File: src/rtl/vga_timing_gen.sv
// VGA raster timing generator: pixel-clock-enable divider, x/y counters,
// programmable sync windows/polarity and a PIPE-tick delay to match source latency.
module vga_timing_gen #(
    parameter int CLK_DIV  = 2,
    parameter int H_ACTIVE = 640,
    parameter int H_FP     = 16,
    parameter int H_SYNC   = 96,
    parameter int H_BP     = 48,
    parameter int V_ACTIVE = 480,
    parameter int V_FP     = 10,
    parameter int V_SYNC   = 2,
    parameter int V_BP     = 33,
    parameter bit HS_POL   = 1'b0,
    parameter bit VS_POL   = 1'b0,
    parameter int CW       = 4,
    parameter int PIPE     = 1,
    parameter int CNT_W    = 11
) (
    input  logic             clk,
    input  logic             rst,
    input  logic             en,
    output logic             pix_ce,
    output logic             vga_clk,
    output logic [CNT_W-1:0] x,
    output logic [CNT_W-1:0] y,
    output logic             active,
    output logic             line_start,
    output logic             frame_start,
    input  logic [CW-1:0]    r_in,
    input  logic [CW-1:0]    g_in,
    input  logic [CW-1:0]    b_in,
    output logic             hsync,
    output logic             vsync,
    output logic             de,
    output logic [CW-1:0]    r,
    output logic [CW-1:0]    g,
    output logic [CW-1:0]    b
);
    localparam int H_TOTAL = H_ACTIVE + H_FP + H_SYNC + H_BP;
    localparam int V_TOTAL = V_ACTIVE + V_FP + V_SYNC + V_BP;
    localparam int DIV_W   = (CLK_DIV > 1) ? $clog2(CLK_DIV) : 1;

    localparam logic [DIV_W-1:0] DIV_LAST = DIV_W'(CLK_DIV - 1);
    localparam logic [DIV_W-1:0] DIV_HALF = DIV_W'(CLK_DIV / 2);
    localparam logic [CNT_W-1:0] H_LAST   = CNT_W'(H_TOTAL - 1);
    localparam logic [CNT_W-1:0] V_LAST   = CNT_W'(V_TOTAL - 1);
    localparam logic [CNT_W-1:0] H_VIS    = CNT_W'(H_ACTIVE);
    localparam logic [CNT_W-1:0] V_VIS    = CNT_W'(V_ACTIVE);
    localparam logic [CNT_W-1:0] HS_BEG   = CNT_W'(H_ACTIVE + H_FP);
    localparam logic [CNT_W-1:0] VS_BEG   = CNT_W'(V_ACTIVE + V_FP);
    // One extra bit so a sync window ending exactly at TOTAL cannot wrap to 0.
    localparam logic [CNT_W:0]   HS_END   = (CNT_W+1)'(H_ACTIVE + H_FP + H_SYNC);
    localparam logic [CNT_W:0]   VS_END   = (CNT_W+1)'(V_ACTIVE + V_FP + V_SYNC);

    logic [DIV_W-1:0] div;
    logic             run;
    logic             x_last;
    logic             y_last;
    logic             hs_raw;
    logic             vs_raw;
    logic [2:0]       raw_bus;
    logic [2:0]       dly_bus;

    assign run    = en & ~rst;
    assign pix_ce = run & (div == DIV_LAST);
    assign x_last = (x == H_LAST);
    assign y_last = (y == V_LAST);

    assign line_start  = pix_ce & x_last;
    assign frame_start = pix_ce & x_last & y_last;

    assign active  = (x < H_VIS) && (y < V_VIS);
    assign hs_raw  = (x >= HS_BEG) && ({1'b0, x} < HS_END);
    assign vs_raw  = (y >= VS_BEG) && ({1'b0, y} < VS_END);
    assign raw_bus = {hs_raw, vs_raw, active};

    generate
        if (CLK_DIV == 1) begin : g_vclk_off
            assign vga_clk = 1'b0;
        end else begin : g_vclk_div
            assign vga_clk = (div >= DIV_HALF);
        end
    endgenerate

    always_ff @(posedge clk) begin
        if (!run) begin
            div <= '0;
        end else if (div == DIV_LAST) begin
            div <= '0;
        end else begin
            div <= div + 1'b1;
        end
    end

    always_ff @(posedge clk) begin
        if (!run) begin
            x <= '0;
            y <= '0;
        end else if (pix_ce) begin
            if (x_last) begin
                x <= '0;
                y <= y_last ? '0 : y + 1'b1;
            end else begin
                x <= x + 1'b1;
            end
        end
    end

    // Sync/de delay line, advancing one stage per pixel tick.
    generate
        if (PIPE == 0) begin : g_no_pipe
            assign dly_bus = raw_bus;
        end else begin : g_pipe
            logic [2:0] stage [PIPE];
            always_ff @(posedge clk) begin
                if (!run) begin
                    for (int i = 0; i < PIPE; i++) stage[i] <= 3'b000;
                end else if (pix_ce) begin
                    stage[0] <= raw_bus;
                    for (int i = 1; i < PIPE; i++) stage[i] <= stage[i-1];
                end
            end
            assign dly_bus = stage[PIPE-1];
        end
    endgenerate

    always_ff @(posedge clk) begin
        if (!run) begin
            hsync <= ~HS_POL;
            vsync <= ~VS_POL;
            de    <= 1'b0;
            r     <= '0;
            g     <= '0;
            b     <= '0;
        end else if (pix_ce) begin
            hsync <= dly_bus[2] ? HS_POL : ~HS_POL;
            vsync <= dly_bus[1] ? VS_POL : ~VS_POL;
            de    <= dly_bus[0];
            r     <= dly_bus[0] ? r_in : '0;
            g     <= dly_bus[0] ? g_in : '0;
            b     <= dly_bus[0] ? b_in : '0;
        end
    end
endmodule

File: config.mk
export PLATFORM = sky130hd
export DESIGN_NAME = vga_timing_gen
export DESIGN_NICKNAME = d
export VERILOG_FILES = /design/src/rtl/vga_timing_gen.sv
export SDC_FILE = /design/constraint.sdc
export NUM_CORES = 1
export LEC_CHECK = 0
export CAP_MARGIN = 10
export CELL_PAD_IN_SITES_DETAIL_PLACEMENT = 2
export CELL_PAD_IN_SITES_GLOBAL_PLACEMENT = 2
export CORE_MARGIN = 2
export CORE_UTILIZATION = 24
export DETAILED_ROUTE_END_ITERATION = 8
export GPL_TIMING_DRIVEN = 0
export PLACE_DENSITY_LB_ADDON = 0.1
export SLEW_MARGIN = 15
export SYNTH_ARGS = -nofsm -noshare
export SYNTH_HDL_FRONTEND = slang
export SYNTH_SLANG_ARGS = --single-unit
File: constraint.sdc
create_clock -name clk -period 1.8 [get_ports clk]
set_input_delay 0.36 -clock clk [delete_from_list [all_inputs] [get_ports clk]]
set_output_delay 0.36 -clock clk [all_outputs]
set_load 0.02 [all_outputs]
==> results_dict.tcl <==
set metrics [dict create \
    outcome "finished with violations" \
    violations "negative setup slack" \
    core_um2 7210 \
    grt-ovfl-total 0 \
    yosys.area.top_type "dfxtp_1" \
    clock-sinks 41 \
    cts_made_buffers 5 \
    fin_worst_skew_ns 0.00502 \
    post-synth-top-count-cell "dfxtp_1" \
    initial_core_util_pct 24.5 \
    io_buffers 56 \
    crit_type "reg2out" \
    cts_buffer_depth 2 \
    fin_ws_ns -0.169 \
    cts-root-buf "clkbuf_8" \
    design.die.area_um2 8080 \
    vias_per_cell 4.80 \
    synth_edf_count 3 \
    powerDensity_nw_per_um2 597 \
    htree_levels 2 \
    max-vdd-ir-drop_uv 368 \
    min_period_over_period_pct 109 \
    syn_to_final_growth_pct 60.6 \
    syn_inst 185 \
    track_usage_pct 14.3 \
    drc 0 \
    finish.utilization_pct 39.4 \
    hold_viol_final 0 \
    grt_pass1_vias 1776 \
    hold_path.class "reg2reg" \
    worstPathMaxFanout 3 \
    ys_seq_area_share_pct 48.1 \
    setup_viol 4 \
    synth_seq_cells 41 \
    synth_common_cells "dfxtp_1 (38), nand2_1 (17), a21oi_1 (14)" \
    clk_pin_slew_ns 0.08 \
    yosys_warnings 0 \
    maxSlewHeadroom_pct 71.0 \
    fin_crit_ns 1.97 \
    rows 31 \
    fmax_mhz 508 \
    worstSkewPairLatency_ns 0.28 \
    dr.pass1.iters 4 \
    async_flop_share_pct 0 \
    synth_nets 203 \
    wire_per_inst_um 15.9 \
    syn_avg_cell_area_um2 9.57 \
    worst_pin_slew_ns 0.433 \
    drv_cap 0 \
    synth.top_cell.area_share_pct 43.0 \
    ios 57 \
    num_vias 1742 \
    die_y_um 89.9 \
    hold_buffers 0 \
    routed_wl_um 5780 \
    endpoint_kind "output port" \
    gp_congestion 0.673 \
    drive_above_1_share_pct 27.3 \
    required_ns 1.44 \
    grt_max_degree 13 \
    hold_ws_ns 0.460 \
    dp_hpwl_um 4230 \
    cts_tree "built" \
    fin_nets 282 \
    place_ws_ns -0.986 \
    arrival_ns 1.61 \
    drt_iter0_drc 24 \
    syn_area_um2 1770 \
    rsz0062_at_grt "yes" \
    num_antenna_cells 0 \
    slew_viol_final 0 \
    startpoint_type "flop" \
    cellLeakagePower_nw 1.09 \
    ys_types 45 \
    grt_pass1_wl_um 9390 \
    yosys-top-cells-area "dfxtp_1 (43%), a22o_1 (5.9%), edfxtp_1 (5.1%)" \
    die_w_um 89.9 \
    final.setup.tns_ns -0.340 \
    antenna_found_initial 0 \
    ys.flop_type "dfxtp_1" \
    postRouteAntennaNets 0 \
]
==> path summary, 6_finish.rpt <==
kind                           from                end  slack, ns  cells after the start
setup / recovery  x[1]$_SDFFE_PP0N_        frame_start      -0.17                      5
hold / removal      de$_SDFFE_PP0N_    de$_SDFFE_PP0N_       0.46                      1
setup reg to reg  x[1]$_SDFFE_PP0N_  y[9]$_SDFFE_PP0P_      -0.08                      8
hold reg to reg     de$_SDFFE_PP0N_    de$_SDFFE_PP0N_       0.46                      1
==> registers in the layout, indices dropped and copies added (netlist names), 3 cells and up <==
signal and count:
b 4, g 4, g_pipe.stage 3, r 4, x 11, y 11
==> timing repair <==
action	4_1_cts	5_1_grt
resized for setup	35	41
pin swaps	2	9
setup endpoints to repair	39	26
buffers inserted	8	9
==> per-stage QoR <==
| step | area, um^2 | power (W) | instances |
|---|---|---|---|
| 3_3_place_gp | 2480 | 0.00104 | 340 |
| 4_1_cts | 2660 | 0.00173 | 354 |
| 6_report | 2840 | 0.00170 | 363 |
| 3_5_place_dp | 2480 | 0.00104 | 340 |
| 2_1_floorplan | 1790 | 0.000984 | 185 |
| 5_1_grt | 2840 | 0.00178 | 363 |
==> worst max-delay path, stage by stage (launching register included) <==
cell and delay, ns:
dfxtp_4 0.36, ha_4 0.13, and4bb_2 0.25, and4_4 0.25, and4_4 0.21, buf_6 0.11
==> routing by layer <==
metal | up-vias | part of all wire [%] | track usage, %
met3 | 2 | 2.7 | 2.77
met5 | - | 0 | 0
li1 | 842 | - | -
met2 | 30 | 49 | 23.5
met4 | 0 | 0.54 | 2.69
met1 | 868 | 48 | 19.7
==> where the power goes <==
part / internal [W] / switching (W)
Combinational: 0.0000522 / 0.0000525
Sequential: 0.000921 / 0.00000386
Clock: 0.000348 / 0.000320
Total: 0.00132 / 0.000377
==> final cells by class <==
| class | instances | area (um^2) |
|---|---|---|
| Timing Repair Buffer | 73 | 709 |
| Clock inverter | 1 | 5.00 |
| Tap cell | 99 | 124 |
| Clock buffer | 6 | 93.8 |
| Buffer | 5 | 40.0 |
| Inverter | 6 | 27.5 |
| Sequential cell | 41 | 875 |
| Fill cell | 808 | 4370 |
| Multi-Input combinational cell | 132 | 970 |
==> cell usage in the layout (no fill, tap or decap), drive strengths merged, types with 8 or more instances in the layout <==
cell type | Yosys | final
clkbuf | 4 | 9
nor2 | 9 | 9
nand2 | 17 | 17
clkdlybuf4s50 | 0 | 45
o21ai | 9 | 9
buf | 2 | 22
a21oi | 14 | 14
a22o | 12 | 12
nand3 | 8 | 8
dfxtp | 38 | 38
==> logic make-up after synthesis <==
kind of cell / after synthesis / synth area share [%]
and+or+nand+nor: 76 / 25.9
AOI/OAI and AO/OA: 46 / 17.2
DFF: 41 / 48.1
buffers and inverters: 12 / 3.25
xor gates and xnor gates: 7 / 3.46
adders and majority gates: 3 / 2.12
Power figures use the tool's default switching activity.
